===== config.mk =====
export PLATFORM = sky130hd
export DESIGN_NAME = store_merge_unit
export DESIGN_NICKNAME = d
export VERILOG_FILES = /design/src/rtl/store_merge_unit.sv
export SDC_FILE = /design/constraint.sdc
export NUM_CORES = 1
export LEC_CHECK = 0
export BUFFER_PORTS_ARGS = -buffer_cell sky130_fd_sc_hd__buf_2
export CAP_MARGIN = 0
export CORE_MARGIN = 10
export CORE_UTILIZATION = 25
export DETAILED_ROUTE_END_ITERATION = 8
export HOLD_SLACK_MARGIN = 0.02
export PLACE_DENSITY = 0.53
export SLEW_MARGIN = 20
export SYNTH_ARGS = -nofsm -noshare
export SYNTH_HDL_FRONTEND = slang
export SYNTH_SLANG_ARGS = --single-unit
export TNS_END_PERCENT = 50

===== constraint.sdc =====
create_clock -name clk -period 3.93 [get_ports clk]
set_input_delay 0.5895 -clock clk [delete_from_list [all_inputs] [get_ports clk]]
set_output_delay 0.5895 -clock clk [all_outputs]
set_load 0.02 [all_outputs]

===== src/rtl/store_merge_unit.sv =====
// ============================================================================
// store_merge_unit
// ----------------------------------------------------------------------------
// Handles store requests from the multicycle control unit and writes
// sd/sw/sh/sb into a 64-bit doubleword data memory.
//
// Default build: sub-doubleword stores use read-modify-write. The unit reads
// the aligned doubleword, merges the new lane into it and writes it back.
// Doubleword stores go straight to a write.
//
// Optional feature macro: STORE_MERGE_BYTE_EN_EN
//   When defined, the unit adds the mem_be byte-enable port. Every store size
//   then goes straight to a write with lane-shifted data and byte enables, and
//   mem_rd is never asserted.
//
// Ports
//   clk, rst_n          clock (rising edge), asynchronous active-low reset
//   req_valid/ready     store request handshake (ready only in IDLE)
//   req_size            00=sd 01=sw 10=sh 11=sb
//   req_addr/req_wdata  byte address, right-justified store data
//   done, err           one-cycle completion pulse; err set with done when
//                       the request is misaligned
//   mem_addr            doubleword-aligned address, held while busy
//   mem_rd, mem_rdata   read strobe; read data arrives MEM_LAT cycles later
//   mem_wr, mem_wdata   write strobe and write data (data zero otherwise)
//   mem_be              byte enables (only with STORE_MERGE_BYTE_EN_EN)
//   dbg_state           current FSM state, for observation
//
// Handshake: a request transfers on a rising edge where req_valid && req_ready.
// The request is not queued. While the unit is busy, req_ready is 0 and
// requests are dropped.
// ============================================================================
module store_merge_unit #(
    parameter int unsigned MEM_LAT = 1     // 1..7
) (
    input  logic        clk,
    input  logic        rst_n,
    input  logic        req_valid,
    input  logic [1:0]  req_size,
    input  logic [63:0] req_addr,
    input  logic [63:0] req_wdata,
    output logic        req_ready,
    output logic        done,
    output logic        err,
    output logic [63:0] mem_addr,
    output logic        mem_rd,
    input  logic [63:0] mem_rdata,
    output logic        mem_wr,
    output logic [63:0] mem_wdata,
`ifdef STORE_MERGE_BYTE_EN_EN
    output logic [7:0]  mem_be,
`endif
    output logic [2:0]  dbg_state
);

    typedef enum logic [2:0] {
        S_IDLE  = 3'd0,
        S_READ  = 3'd1,
        S_WAIT  = 3'd2,
        S_WRITE = 3'd3,
        S_DONE  = 3'd4,
        S_ERR   = 3'd5
    } state_t;

    localparam logic [2:0] LAST_WAIT = 3'(MEM_LAT - 1);

    // Mask of the low N bits for each store size.
    function automatic logic [63:0] size_mask(input logic [1:0] size);
        case (size)
            2'b00:   size_mask = 64'hFFFF_FFFF_FFFF_FFFF;
            2'b01:   size_mask = 64'h0000_0000_FFFF_FFFF;
            2'b10:   size_mask = 64'h0000_0000_0000_FFFF;
            default: size_mask = 64'h0000_0000_0000_00FF;
        endcase
    endfunction

    state_t      state_q, state_d;
    logic [63:0] addr_q, addr_d;
    logic [63:0] wdata_q, wdata_d;
    logic        misaligned;

`ifdef STORE_MERGE_BYTE_EN_EN
    logic [7:0]  be_q, be_d;
    logic [7:0]  be_base;
`else
    logic [2:0]  off_q, off_d;
    logic [1:0]  size_q, size_d;
    logic [63:0] data_q, data_d;
    logic [2:0]  cnt_q, cnt_d;
    logic [63:0] lane_mask;
    logic [63:0] lane_data;
`endif

    always_comb begin
        case (req_size)
            2'b00:   misaligned = (req_addr[2:0] != 3'b000);
            2'b01:   misaligned = (req_addr[1:0] != 2'b00);
            2'b10:   misaligned = req_addr[0];
            default: misaligned = 1'b0;
        endcase
    end

`ifdef STORE_MERGE_BYTE_EN_EN
    always_comb begin
        case (req_size)
            2'b00:   be_base = 8'hFF;
            2'b01:   be_base = 8'h0F;
            2'b10:   be_base = 8'h03;
            default: be_base = 8'h01;
        endcase
    end
`else
    // The lane that gets replaced sits at byte offset off. Its mask and the
    // new data are both shifted into place.
    always_comb begin
        lane_mask = size_mask(size_q) << {off_q, 3'b000};
        lane_data = (data_q & size_mask(size_q)) << {off_q, 3'b000};
    end
`endif

    always_comb begin
        state_d = state_q;
        addr_d  = addr_q;
        wdata_d = wdata_q;
`ifdef STORE_MERGE_BYTE_EN_EN
        be_d    = be_q;
`else
        off_d   = off_q;
        size_d  = size_q;
        data_d  = data_q;
        cnt_d   = cnt_q;
`endif
        case (state_q)
            S_IDLE: begin
                if (req_valid) begin
                    addr_d = {req_addr[63:3], 3'b000};
`ifdef STORE_MERGE_BYTE_EN_EN
                    wdata_d = (req_wdata & size_mask(req_size)) << {req_addr[2:0], 3'b000};
                    be_d    = be_base << req_addr[2:0];
                    state_d = misaligned ? S_ERR : S_WRITE;
`else
                    off_d  = req_addr[2:0];
                    size_d = req_size;
                    data_d = req_wdata;
                    if (misaligned) begin
                        state_d = S_ERR;
                    end else if (req_size == 2'b00) begin
                        wdata_d = req_wdata;
                        state_d = S_WRITE;
                    end else begin
                        state_d = S_READ;
                    end
`endif
                end
            end
`ifndef STORE_MERGE_BYTE_EN_EN
            S_READ: begin
                cnt_d   = 3'd0;
                state_d = S_WAIT;
            end
            S_WAIT: begin
                // The read data is captured on the edge that ends the last wait cycle.
                if (cnt_q == LAST_WAIT) begin
                    wdata_d = (mem_rdata & ~lane_mask) | lane_data;
                    state_d = S_WRITE;
                end else begin
                    cnt_d = cnt_q + 3'd1;
                end
            end
`endif
            S_WRITE: state_d = S_DONE;
            S_DONE:  state_d = S_IDLE;
            S_ERR:   state_d = S_IDLE;
            default: state_d = S_IDLE;
        endcase
    end

    always_ff @(posedge clk or negedge rst_n) begin
        if (!rst_n) begin
            state_q <= S_IDLE;
            addr_q  <= '0;
            wdata_q <= '0;
`ifdef STORE_MERGE_BYTE_EN_EN
            be_q    <= '0;
`else
            off_q   <= '0;
            size_q  <= '0;
            data_q  <= '0;
            cnt_q   <= '0;
`endif
        end else begin
            state_q <= state_d;
            addr_q  <= addr_d;
            wdata_q <= wdata_d;
`ifdef STORE_MERGE_BYTE_EN_EN
            be_q    <= be_d;
`else
            off_q   <= off_d;
            size_q  <= size_d;
            data_q  <= data_d;
            cnt_q   <= cnt_d;
`endif
        end
    end

    // All outputs are decoded from the registered state. A reset therefore
    // clears the strobes immediately.
    always_comb begin
        req_ready = (state_q == S_IDLE);
        mem_rd    = (state_q == S_READ);
        mem_wr    = (state_q == S_WRITE);
        done      = (state_q == S_DONE) || (state_q == S_ERR);
        err       = (state_q == S_ERR);
        mem_addr  = addr_q;
        mem_wdata = (state_q == S_WRITE) ? wdata_q : 64'd0;
`ifdef STORE_MERGE_BYTE_EN_EN
        mem_be    = (state_q == S_WRITE) ? be_q : 8'd0;
`endif
        dbg_state = state_q;
    end

endmodule


==> results.sh, run 1 <==
export IMPL_rsz0062_at_grt="no"
export IMPL_initial_core_util_pct=25.1
export IMPL_postSynth_topFlopCell="dfrtp_1"
export IMPL_rows=76
export IMPL_hpwl_um=34800
export IMPL_intPower_w=0.00651
export IMPL_port_buffers=329
export IMPL_areaGrowthSynthToFinish_pct=25.2
export IMPL_grt_usage_pct=17.2
export IMPL_ys_ff_latch=200
export IMPL_cts_buffer_depth=2
export IMPL_grt_pass1_vias=9643
export IMPL_grt_max_degree=94
export IMPL_gp_congestion=0.895
export IMPL_grt_first_pass_wirelength_um=65400
export IMPL_die_w_um=228
export IMPL_cts_resized=0
export IMPL_yosys_area_share_xor_xnor_pct=0
export IMPL_wl_um=45000
export IMPL_antenna_found_initial=13
export IMPL_maxCapViolCount=0
export IMPL_critPathLaunch="dbg_state[0]"
export IMPL_end_kind="output pin"
export IMPL_mostFrequentLayoutCells="buf_2 (328), dfrtp_1 (199), mux2_2 (119)"
export IMPL_path_clk_slew_ns=0.09
export IMPL_stdcell_count=1912
export IMPL_fin_crit_ns=3.16
export IMPL_fin_nets=1509
export IMPL_drive_gt1_share_pct=39.6
export IMPL_ys_async_sr_fraction_pct=100
export IMPL_tightest_slew_ns=1.23
export IMPL_finalHoldViolCount=0
export IMPL_crit_arrival_ns=2.57
export IMPL_power_frac_comb_pct=53.0
export IMPL_wl_met3_um=4260
export IMPL_cts_sinks=200
export IMPL_fin_tns_setup_ns=0
export IMPL_finClkSkew_ns=0.0133
export IMPL_post_cts_buffers=0
export IMPL_synth_distinct_cells=62
export IMPL_p_leak_nw=6.11
export IMPL_vias=9364
export IMPL_route_met2_wl_um=20900
export IMPL_drc=0
export IMPL_placedCellCount=1876
export IMPL_core_region_area_sq_um=42900
export IMPL_hold_buffers=0
export IMPL_switching_share_pct=47.6
export IMPL_min_path_type="primary input to asynchronous set/reset pin"
export IMPL_status="complete, no violations"
export IMPL_slowest_stage="dfrtp_1"
export IMPL_crit_required_ns=3.34
export IMPL_peakVddDrop_mv=0.413
export IMPL_setup_viol=0
export IMPL_cts_tree="yes"
export IMPL_worst_path_max_fanout=42
export IMPL_worstSetupPathType="register to output pin"
export IMPL_overflow=0
export IMPL_rr_startpoint="off_q[0]"
export IMPL_die_y_um=228
export IMPL_slew_headroom_pct=16.9
export IMPL_die_area_sq_um=51800
export IMPL_clkPwrFrac_pct=14.5
export IMPL_clockRootBuffer="clkbuf_16"
export IMPL_final_common_cell="buf_2"
export IMPL_synth_simple_gate_area_share_pct=13.4
export IMPL_cp_start_kind="register"
export IMPL_synth_top_family_by_area="multiplexers"
export IMPL_synth_compound_area_share_pct=17.0
export IMPL_clock_fmax_mhz=317
export IMPL_crit_chain="nand2_1 -> nor2_4 -> buf_4 -> and2_1 -> buf_2"
export IMPL_synth_edf_count=0
export IMPL_ios=333
export IMPL_syn_avg_cell_area_sq_um=10.6
export IMPL_yosysWarnings=0
export IMPL_clk_latency_ns=0.47
export IMPL_htreeDepth=4
export IMPL_viasPerCell=4.90
export IMPL_yosysSeqAreaShare_pct=46.4
export IMPL_syn_inst=1017
export IMPL_slew_viol_final=0
export IMPL_routedWlPerCell_um=23.6
export IMPL_power_density_nw_per_um2=920
export IMPL_synth_cell_area_sq_um=10800
export IMPL_reg2reg_slack_ns=1.11
export IMPL_seq_power_share_pct=32.6
export IMPL_routed_top_layer="met5"
export IMPL_detail_route_antenna_nets=0
export IMPL_drtPass1Iterations=7
export IMPL_drtIter0Drc=844
export IMPL_synthAdderAreaFrac_pct=0.232
export IMPL_synth_mux_area_share_pct=18.3
export IMPL_cts_buffers=17
export IMPL_p_switching_w=0.00591
export IMPL_finalCritPeriodShare_pct=80.4
export IMPL_drt_met1_wl_um=19000
export IMPL_slowest_delay_ns=0.56
## worst max-delay path: cells and delay by family, from the launching register on
family,cells,cell delay (ns)
buffers and inverters,2,0.62
AND/OR/NAND/NOR,3,0.87
flip-flops,1,0.56
## power groups by stage
stage | combinational, W | clock [W] | sequential, W
after CTS | 0.00663 | 0.00186 | 0.00404
after global routing | 0.00716 | 0.00193 | 0.00416
after global placement | 0.00658 | 0 | 0.00404
after detailed placement | 0.00660 | 0 | 0.00407
after floorplan | 0.00429 | 0 | 0.00401
final | 0.00658 | 0.00180 | 0.00405
## path summary, 6_finish.rpt
kind	endpoint	cells after the start
worst max-delay path	mem_wdata[8]	5
worst min-delay path	mem_addr[37]	1
worst max register to register	wdata_q[56]	5
worst min register to register	wdata_q[0]	2
max in group asynchronous	mem_addr[46]	2
min in group clk	mem_addr[58]	2
## cell usage after synthesis, types with 8 or more instances
cell,number,share of area [%]
o21ai_0,66,3.1
o221ai_1,8,0.65
and2_1,72,4.2
buf_2,29,1.3
mux2_2,119,12
nor2_1,48,1.7
o211ai_1,9,0.63
nor3_1,22,1.0
dfrtp_1,200,46
buf_4,18,1.3
nand2b_1,11,0.64
nor2b_1,21,1.2
o22ai_1,9,0.52
a211oi_1,20,1.4
mux2_1,14,1.5
a221o_1,11,1.0
a2bb2oi_1,9,0.73
a21o_1,10,0.70
o21ai_1,24,1.1
a21oi_1,36,1.7
a22o_1,16,1.3
clkbuf_1,22,0.77
nand2_1,91,3.2
a221oi_1,18,1.5
mux2i_1,41,3.8
## routing by layer
metal	GRT usage [%]	up-vias
met5	0	-
met4	4.41	18
met3	6.52	63
met2	27.1	406
met1	21.7	4590
li1	-	4287
## cell families after synthesis
group	count (synthesis)
compound gates	267
fa+ha+maj	2
buf+inv	86
flops	200
mux	177
other cells	1
simple gates	284
## state kept, by name (all words and copies together) (netlist names)
register and count:
wdata_q 64, dbg_state 3, cnt_q 3, off_q 3
size_q 2, mem_addr 61, data_q 64
## through the flow
| step | area [sq um] | util (%) | worst slack (ns) | hold slack [ns] | total power, W |
|---|---|---|---|---|---|
| after global routing | 13500 | 31.5 | 0.535 | 0.233 | 0.0133 |
| after global placement | 12900 | 30.1 | 1.20 | 0.455 | 0.0106 |
| after detailed placement | 12900 | 30.1 | 1.25 | 0.457 | 0.0107 |
| final | 13500 | 31.5 | 0.772 | 0.190 | 0.0124 |
| after floorplan | 10800 | - | 1.81 | 0.294 | 0.00830 |
| after CTS | 13500 | 31.5 | 0.705 | 0.210 | 0.0125 |
## cell type report
cell class                      instances  area [sq um]
Fill cell                            4542         29400
Multi-Input combinational cell        733          5300
Sequential cell                       200          5010
Timing Repair Buffer                  350          1840
Tap cell                              585           732
Clock buffer                           17           425
Clock inverter                         15           158
Inverter                                8          30.0
Antenna cell                            4          10.0
(Power assumes the default switching activity.)
==> run 2: changes to the inputs <==
--- a/config.mk
+++ b/config.mk
@@ -5,13 +5,14 @@
 export SDC_FILE = /design/constraint.sdc
 export NUM_CORES = 1
 export LEC_CHECK = 0
+export ABC_AREA = 1
 export BUFFER_PORTS_ARGS = -buffer_cell sky130_fd_sc_hd__buf_2
 export CAP_MARGIN = 0
 export CORE_MARGIN = 10
 export CORE_UTILIZATION = 25
 export DETAILED_ROUTE_END_ITERATION = 8
 export HOLD_SLACK_MARGIN = 0.02
-export PLACE_DENSITY = 0.53
+export PLACE_DENSITY = 0.52
 export SLEW_MARGIN = 20
 export SYNTH_ARGS = -nofsm -noshare
 export SYNTH_HDL_FRONTEND = slang
==> constraint.sdc (replaced) <==
create_clock -name clk -period 3.3 [get_ports clk]
set_input_delay 0.495 -clock clk [delete_from_list [all_inputs] [get_ports clk]]
set_output_delay 0.495 -clock clk [all_outputs]
set_load 0.02 [all_outputs]
==> run 2 against run 1 <==
  * Via count is 19% higher
  * Final area is 5.5% higher
  * Sequential cell count stayed put
  * Largest power group unchanged
  * Cell count is 24% higher
  * Non-clock buffer count is 5 higher
  * Highest routed layer unchanged
  * Worst setup slack worse by 0.29 ns
  * Die area is 5.3% higher
  * Utilization hardly changed
  * Register-to-register slack worse by 0.07 ns
  * Sequential share of layout area is 1.9 points lower
==> results.sh, run 2 <==
export IMPL_die_w_um=234
export IMPL_slowest_delay_ns=0.54
export IMPL_synth_mux_area_share_pct=9.78
export IMPL_slew_headroom_pct=49.3
export IMPL_synth_compound_area_share_pct=9.11
export IMPL_clk_latency_ns=0.51
export IMPL_syn_avg_cell_area_sq_um=7.73
export IMPL_syn_inst=1476
export IMPL_netlist_area_leader_share_pct=43.9
export IMPL_setup_viol=0
export IMPL_drtPass1Iterations=6
export IMPL_yosysSeqAreaShare_pct=43.9
export IMPL_fill_cells=5000
export IMPL_hold_buffers=0
export IMPL_peakVddDrop_mv=0.460
export IMPL_die_area_sq_um=54600
export IMPL_drive_gt1_share_pct=29.9
export IMPL_synthAdderAreaFrac_pct=0.219
export IMPL_yosys_area_share_xor_xnor_pct=0
export IMPL_ys_async_sr_fraction_pct=100
export IMPL_clock_fmax_mhz=355
export IMPL_port_buffers=329
export IMPL_path_clk_slew_ns=0.08
export IMPL_crit_required_ns=2.80
export IMPL_crit_chain="nand2_1 -> nor2_1 -> inv_2 -> buf_12 -> nor2_1 -> buf_2"
export IMPL_status="complete, no violations"
export IMPL_grt_max_degree=102
export IMPL_hpwl_um=37700
export IMPL_ys_top_cells_by_area="dfrtp_1 (44%), nand2_1 (10%), mux2_2 (9.2%), nand3_1 (9.1%), nor2_1 (7.4%)"
export IMPL_final_common_cell="buf_2"
export IMPL_clockRootBuffer="clkbuf_16"
export IMPL_yosysMostFrequentCell="nand2_1"
export IMPL_min_path_type="primary input to asynchronous set/reset pin"
export IMPL_synth_simple_gate_area_share_pct=28.7
export IMPL_finalCritPeriodShare_pct=85.5
export IMPL_cts_resized=0
export IMPL_synth_edf_count=0
export IMPL_grt_first_pass_wirelength_um=71800
export IMPL_cts_sinks=200
export IMPL_ios=333
export IMPL_cts_buffer_depth=2
export IMPL_yosysWarnings=0
export IMPL_grt_pass1_vias=11300
export IMPL_drc=0
export IMPL_end_kind="output pin"
export IMPL_fin_tns_setup_ns=0
export IMPL_finClkSkew_ns=0.0225
export IMPL_areaGrowthSynthToFinish_pct=24.9
export IMPL_overflow=0
export IMPL_gp_congestion=0.947
export IMPL_viasPerCell=4.69
export IMPL_holdWs_ns=0.0268
export IMPL_initial_core_util_pct=25.2
export IMPL_worst_path_max_fanout=36
export IMPL_crit_path_frequent_cell="nor2_1"
export IMPL_synth_top_family_by_area="simple AND/OR/NAND/NOR gates"
export IMPL_tightest_slew_ns=0.760
export IMPL_maxCapViolCount=0
export IMPL_power_density_nw_per_um2=1100
export IMPL_cp_start_kind="register"
export IMPL_antenna_found_initial=14
export IMPL_post_cts_buffers=0
export IMPL_fin_nets=1953
export IMPL_synthTopCellsByCount="nand2_1 (308), nor2_1 (224), nand3_1 (207)"
export IMPL_grt_usage_pct=17.8
export IMPL_vias=11100
export IMPL_crit_arrival_ns=2.33
export IMPL_rsz0062_at_grt="no"
export IMPL_rows=78
export IMPL_htreeDepth=4
export IMPL_slew_viol_final=0
export IMPL_routedWlPerCell_um=20.5
export IMPL_synth_cell_area_sq_um=11400
export IMPL_synth_area_leader_cell="dfrtp_1"
export IMPL_finalHoldViolCount=0
export IMPL_synth_distinct_cells=34
export IMPL_die_y_um=234
export IMPL_reg2reg_slack_ns=1.04
export IMPL_postSynth_topFlopCell="dfrtp_1"
export IMPL_core_region_area_sq_um=45300
export IMPL_critical_path_top_delay_family="buffers and inverters"
export IMPL_detail_route_antenna_nets=0
export IMPL_fin_crit_ns=2.82
export IMPL_cts_tree="yes"
export IMPL_ys_ff_latch=200
export IMPL_crit_buf_inv=3
export IMPL_worstSetupPathType="register to output pin"
export IMPL_p_leak_nw=7.10
export IMPL_cts_buffers=17
export IMPL_mostFrequentLayoutCells="buf_2 (328), nand2_1 (308), nor2_1 (223)"
export IMPL_slowest_stage="dfrtp_1"
export IMPL_drtIter0Drc=978
export IMPL_wl_um=48600
run 2: final timing paths:
kind / from / endpoint / cells after the start
max in group asynchronous: rst_n / mem_addr[10] / 2
min reg2reg: wdata_q[41] / wdata_q[41] / 2
min: rst_n / mem_addr[63] / 1
max reg2reg: size_q[1] / wdata_q[57] / 10
max: dbg_state[1] / mem_wdata[5] / 6
min in group clk: req_wdata[19] / data_q[19] / 3
run 2: area by class of cell:
cell class	count	area, sq um	area share [%]
Clock buffer	17	425	2.99
Clock inverter	15	200	1.41
Timing Repair Buffer	355	1910	13.4
Sequential cell	200	5000	35.1
Multi-Input combinational cell	1054	5460	38.3
Antenna cell	4	10.0	0.0703
Tap cell	600	751	5.27
Inverter	126	475	3.34
run 2: kinds of logic (layout without fill, tap and decap cells):
group,after synthesis,count (layout)
mux,99,99
other cells,1,7
buf+inv,224,513
simple gates,771,771
fa+ha+maj,2,2
flops,200,200
compound gates,179,179
run 2: power by group:
group | switching [W] | internal [W] | leakage, nW
Combinational | 0.00612 | 0.00283 | 4.38
Clock | 0.00113 | 0.00116 | 0.307
Sequential | 0.000700 | 0.00369 | 2.41
run 2: metrics by stage:
stage                     setup WS (ns)  power [W]  area (sq um)  util [%]  std cells
final                             0.480     0.0156         14200      31.4       2371
after floorplan                   0.974     0.0103         11400         -       1478
after global placement            0.921     0.0133         13600      30.0       2335
after detailed placement           1.01     0.0134         13600      30.0       2335
after CTS                         0.420     0.0158         14200      31.4       2367
after global routing              0.286     0.0169         14200      31.4       2371
run 2: metal layers:
layer	vias to the layer above	global-route usage [%]	routed length [um]
met5	-	0	109
met4	18	7.34	1400
met3	76	5.82	3820
met2	421	28.9	23400
met1	5249	21.4	19900
li1	5366	-	-
==> run 3: changes to the inputs <==
--- a/config.mk
+++ b/config.mk
@@ -10,10 +10,10 @@
 export CAP_MARGIN = 0
 export CORE_MARGIN = 10
 export CORE_UTILIZATION = 25
+export CTS_BUF_LIST = sky130_fd_sc_hd__clkbuf_8
 export DETAILED_ROUTE_END_ITERATION = 8
 export HOLD_SLACK_MARGIN = 0.02
 export PLACE_DENSITY = 0.52
-export SLEW_MARGIN = 20
 export SYNTH_ARGS = -nofsm -noshare
 export SYNTH_HDL_FRONTEND = slang
 export SYNTH_SLANG_ARGS = --single-unit
==> run 3 against run 2 <==
  * Sequential share of layout area grew 0.45 points
  * Power fell by 3.1%
  * Clock-buffer cell count unchanged
  * Clock power shrank 21%
  * Cell count barely moved
  * Critical path depth did not move
  * Critical endpoint is now mem_wdata[6]
==> results.sh, run 3 (synthesis gave the netlist of run 2 again) <==
export IMPL_status="complete, no violations"
export IMPL_grt_max_degree=102
export IMPL_p_leak_nw=7.02
export IMPL_crit_path_frequent_cell="nor2_1"
export IMPL_final_common_cell="buf_2"
export IMPL_slew_viol_final=0
export IMPL_gp_congestion=0.947
export IMPL_overflow=0
export IMPL_initial_core_util_pct=25.2
export IMPL_rsz0062_at_grt="no"
export IMPL_fin_crit_ns=2.89
export IMPL_cts_buffers=17
export IMPL_peakVddDrop_mv=0.495
export IMPL_slew_headroom_pct=15.7
export IMPL_clk_latency_ns=0.58
export IMPL_rr_startpoint="cnt_q[0]"
export IMPL_finalHoldViolCount=0
export IMPL_cts_sinks=200
export IMPL_maxCapViolCount=0
export IMPL_crit_chain="nand2_1 -> nor2_1 -> inv_2 -> buf_12 -> nor2_1 -> buf_2"
export IMPL_crit_buf_inv=3
export IMPL_hold_buffers=1
export IMPL_tightest_slew_ns=1.27
export IMPL_die_area_sq_um=54600
export IMPL_rows=78
export IMPL_areaGrowthSynthToFinish_pct=23.3
export IMPL_min_path_type="primary input to register"
export IMPL_vias=11300
export IMPL_detail_route_antenna_nets=0
export IMPL_grt_first_pass_wirelength_um=71800
export IMPL_drc=0
export IMPL_grt_usage_pct=17.7
export IMPL_worstSetupPathType="register to output pin"
export IMPL_slowest_delay_ns=0.55
export IMPL_cts_tree="yes"
export IMPL_worst_path_max_fanout=36
export IMPL_critical_path_top_delay_family="buffers and inverters"
export IMPL_core_region_area_sq_um=45300
export IMPL_reg2reg_slack_ns=0.89
export IMPL_wl_um=48800
export IMPL_finClkSkew_ns=0.0231
export IMPL_die_y_um=234
export IMPL_slowest_stage="dfrtp_1"
export IMPL_ios=333
export IMPL_power_density_nw_per_um2=1080
export IMPL_post_cts_buffers=0
export IMPL_hp_start="req_addr[47]"
export IMPL_fin_nets=1954
export IMPL_crit_required_ns=2.80
export IMPL_antenna_found_initial=15
export IMPL_drive_gt1_share_pct=29.8
export IMPL_grt_pass1_vias=11200
export IMPL_port_buffers=329
export IMPL_viasPerCell=4.75
export IMPL_cts_buffer_depth=2
export IMPL_path_clk_slew_ns=0.12
export IMPL_routedWlPerCell_um=20.6
export IMPL_die_w_um=234
export IMPL_htreeDepth=4
export IMPL_clockRootBuffer="clkbuf_8"
export IMPL_critPathLaunch="dbg_state[1]"
export IMPL_clock_fmax_mhz=346
export IMPL_cp_start_kind="register"
export IMPL_end_kind="output pin"
export IMPL_finalCritPeriodShare_pct=87.6
export IMPL_setup_viol=0
export IMPL_hpwl_um=37600
export IMPL_fin_tns_setup_ns=0
export IMPL_mostFrequentLayoutCells="buf_2 (328), nand2_1 (308), nor2_1 (223)"
export IMPL_fin_util_pct=31.1
export IMPL_drtPass1Iterations=5
export IMPL_crit_arrival_ns=2.40
export IMPL_drtIter0Drc=985
export IMPL_cts_resized=0
==> run 3: power breakdown <==
part	leakage [nW]	switching [W]	internal, W	total [W]
Clock	0.222	0.00108	0.000722	0.00180
Combinational	4.39	0.00612	0.00284	0.00896
Sequential	2.41	0.000700	0.00368	0.00438
==> run 3: per-stage QoR <==
step | worst slack, ns | cell area, sq um | total power [W] | cells | hold slack [ns]
6_report | 0.409 | 14100 | 0.0151 | 2373 | 0.132
5_1_grt | 0.166 | 14100 | 0.0163 | 2373 | 0.0911
4_1_cts | 0.301 | 14000 | 0.0153 | 2368 | 0.0510
3_5_place_dp | 0.880 | 13600 | 0.0134 | 2335 | 0.465
3_3_place_gp | 0.921 | 13600 | 0.0133 | 2335 | 0.464
2_1_floorplan | 0.974 | 11400 | 0.0103 | 1478 | 0.199
==> run 3: path summary, 6_finish.rpt <==
path / to / cells after the start
worst min-delay path: mem_addr[47] / 2
worst min register to register: wdata_q[52] / 2
min in group asynchronous: wdata_q[8] / 2
worst max-delay path: mem_wdata[6] / 6
worst max register to register: wdata_q[57] / 9
max in group asynchronous: mem_addr[10] / 3
==> run 3: final cells by class <==
cell class,instances,area [sq um]
multi-input combinational,1054,5460
tap,600,751
sequential,200,5000
timing repair buffer,356,1920
clock buffer,17,234
fill,4990,31200
inverter,126,473
clock inverter,15,203
antenna,5,12.5
==> run 3: metal layers <==
| layer | track usage (%) | vias to the layer above | wire length, um |
|---|---|---|---|
| met4 | 5.74 | 18 | 1070 |
| met2 | 29.2 | 428 | 23600 |
| met3 | 5.17 | 75 | 3580 |
| met5 | 0 | - | 118 |
| met1 | 21.9 | 5379 | 20400 |
| li1 | - | 5360 | - |
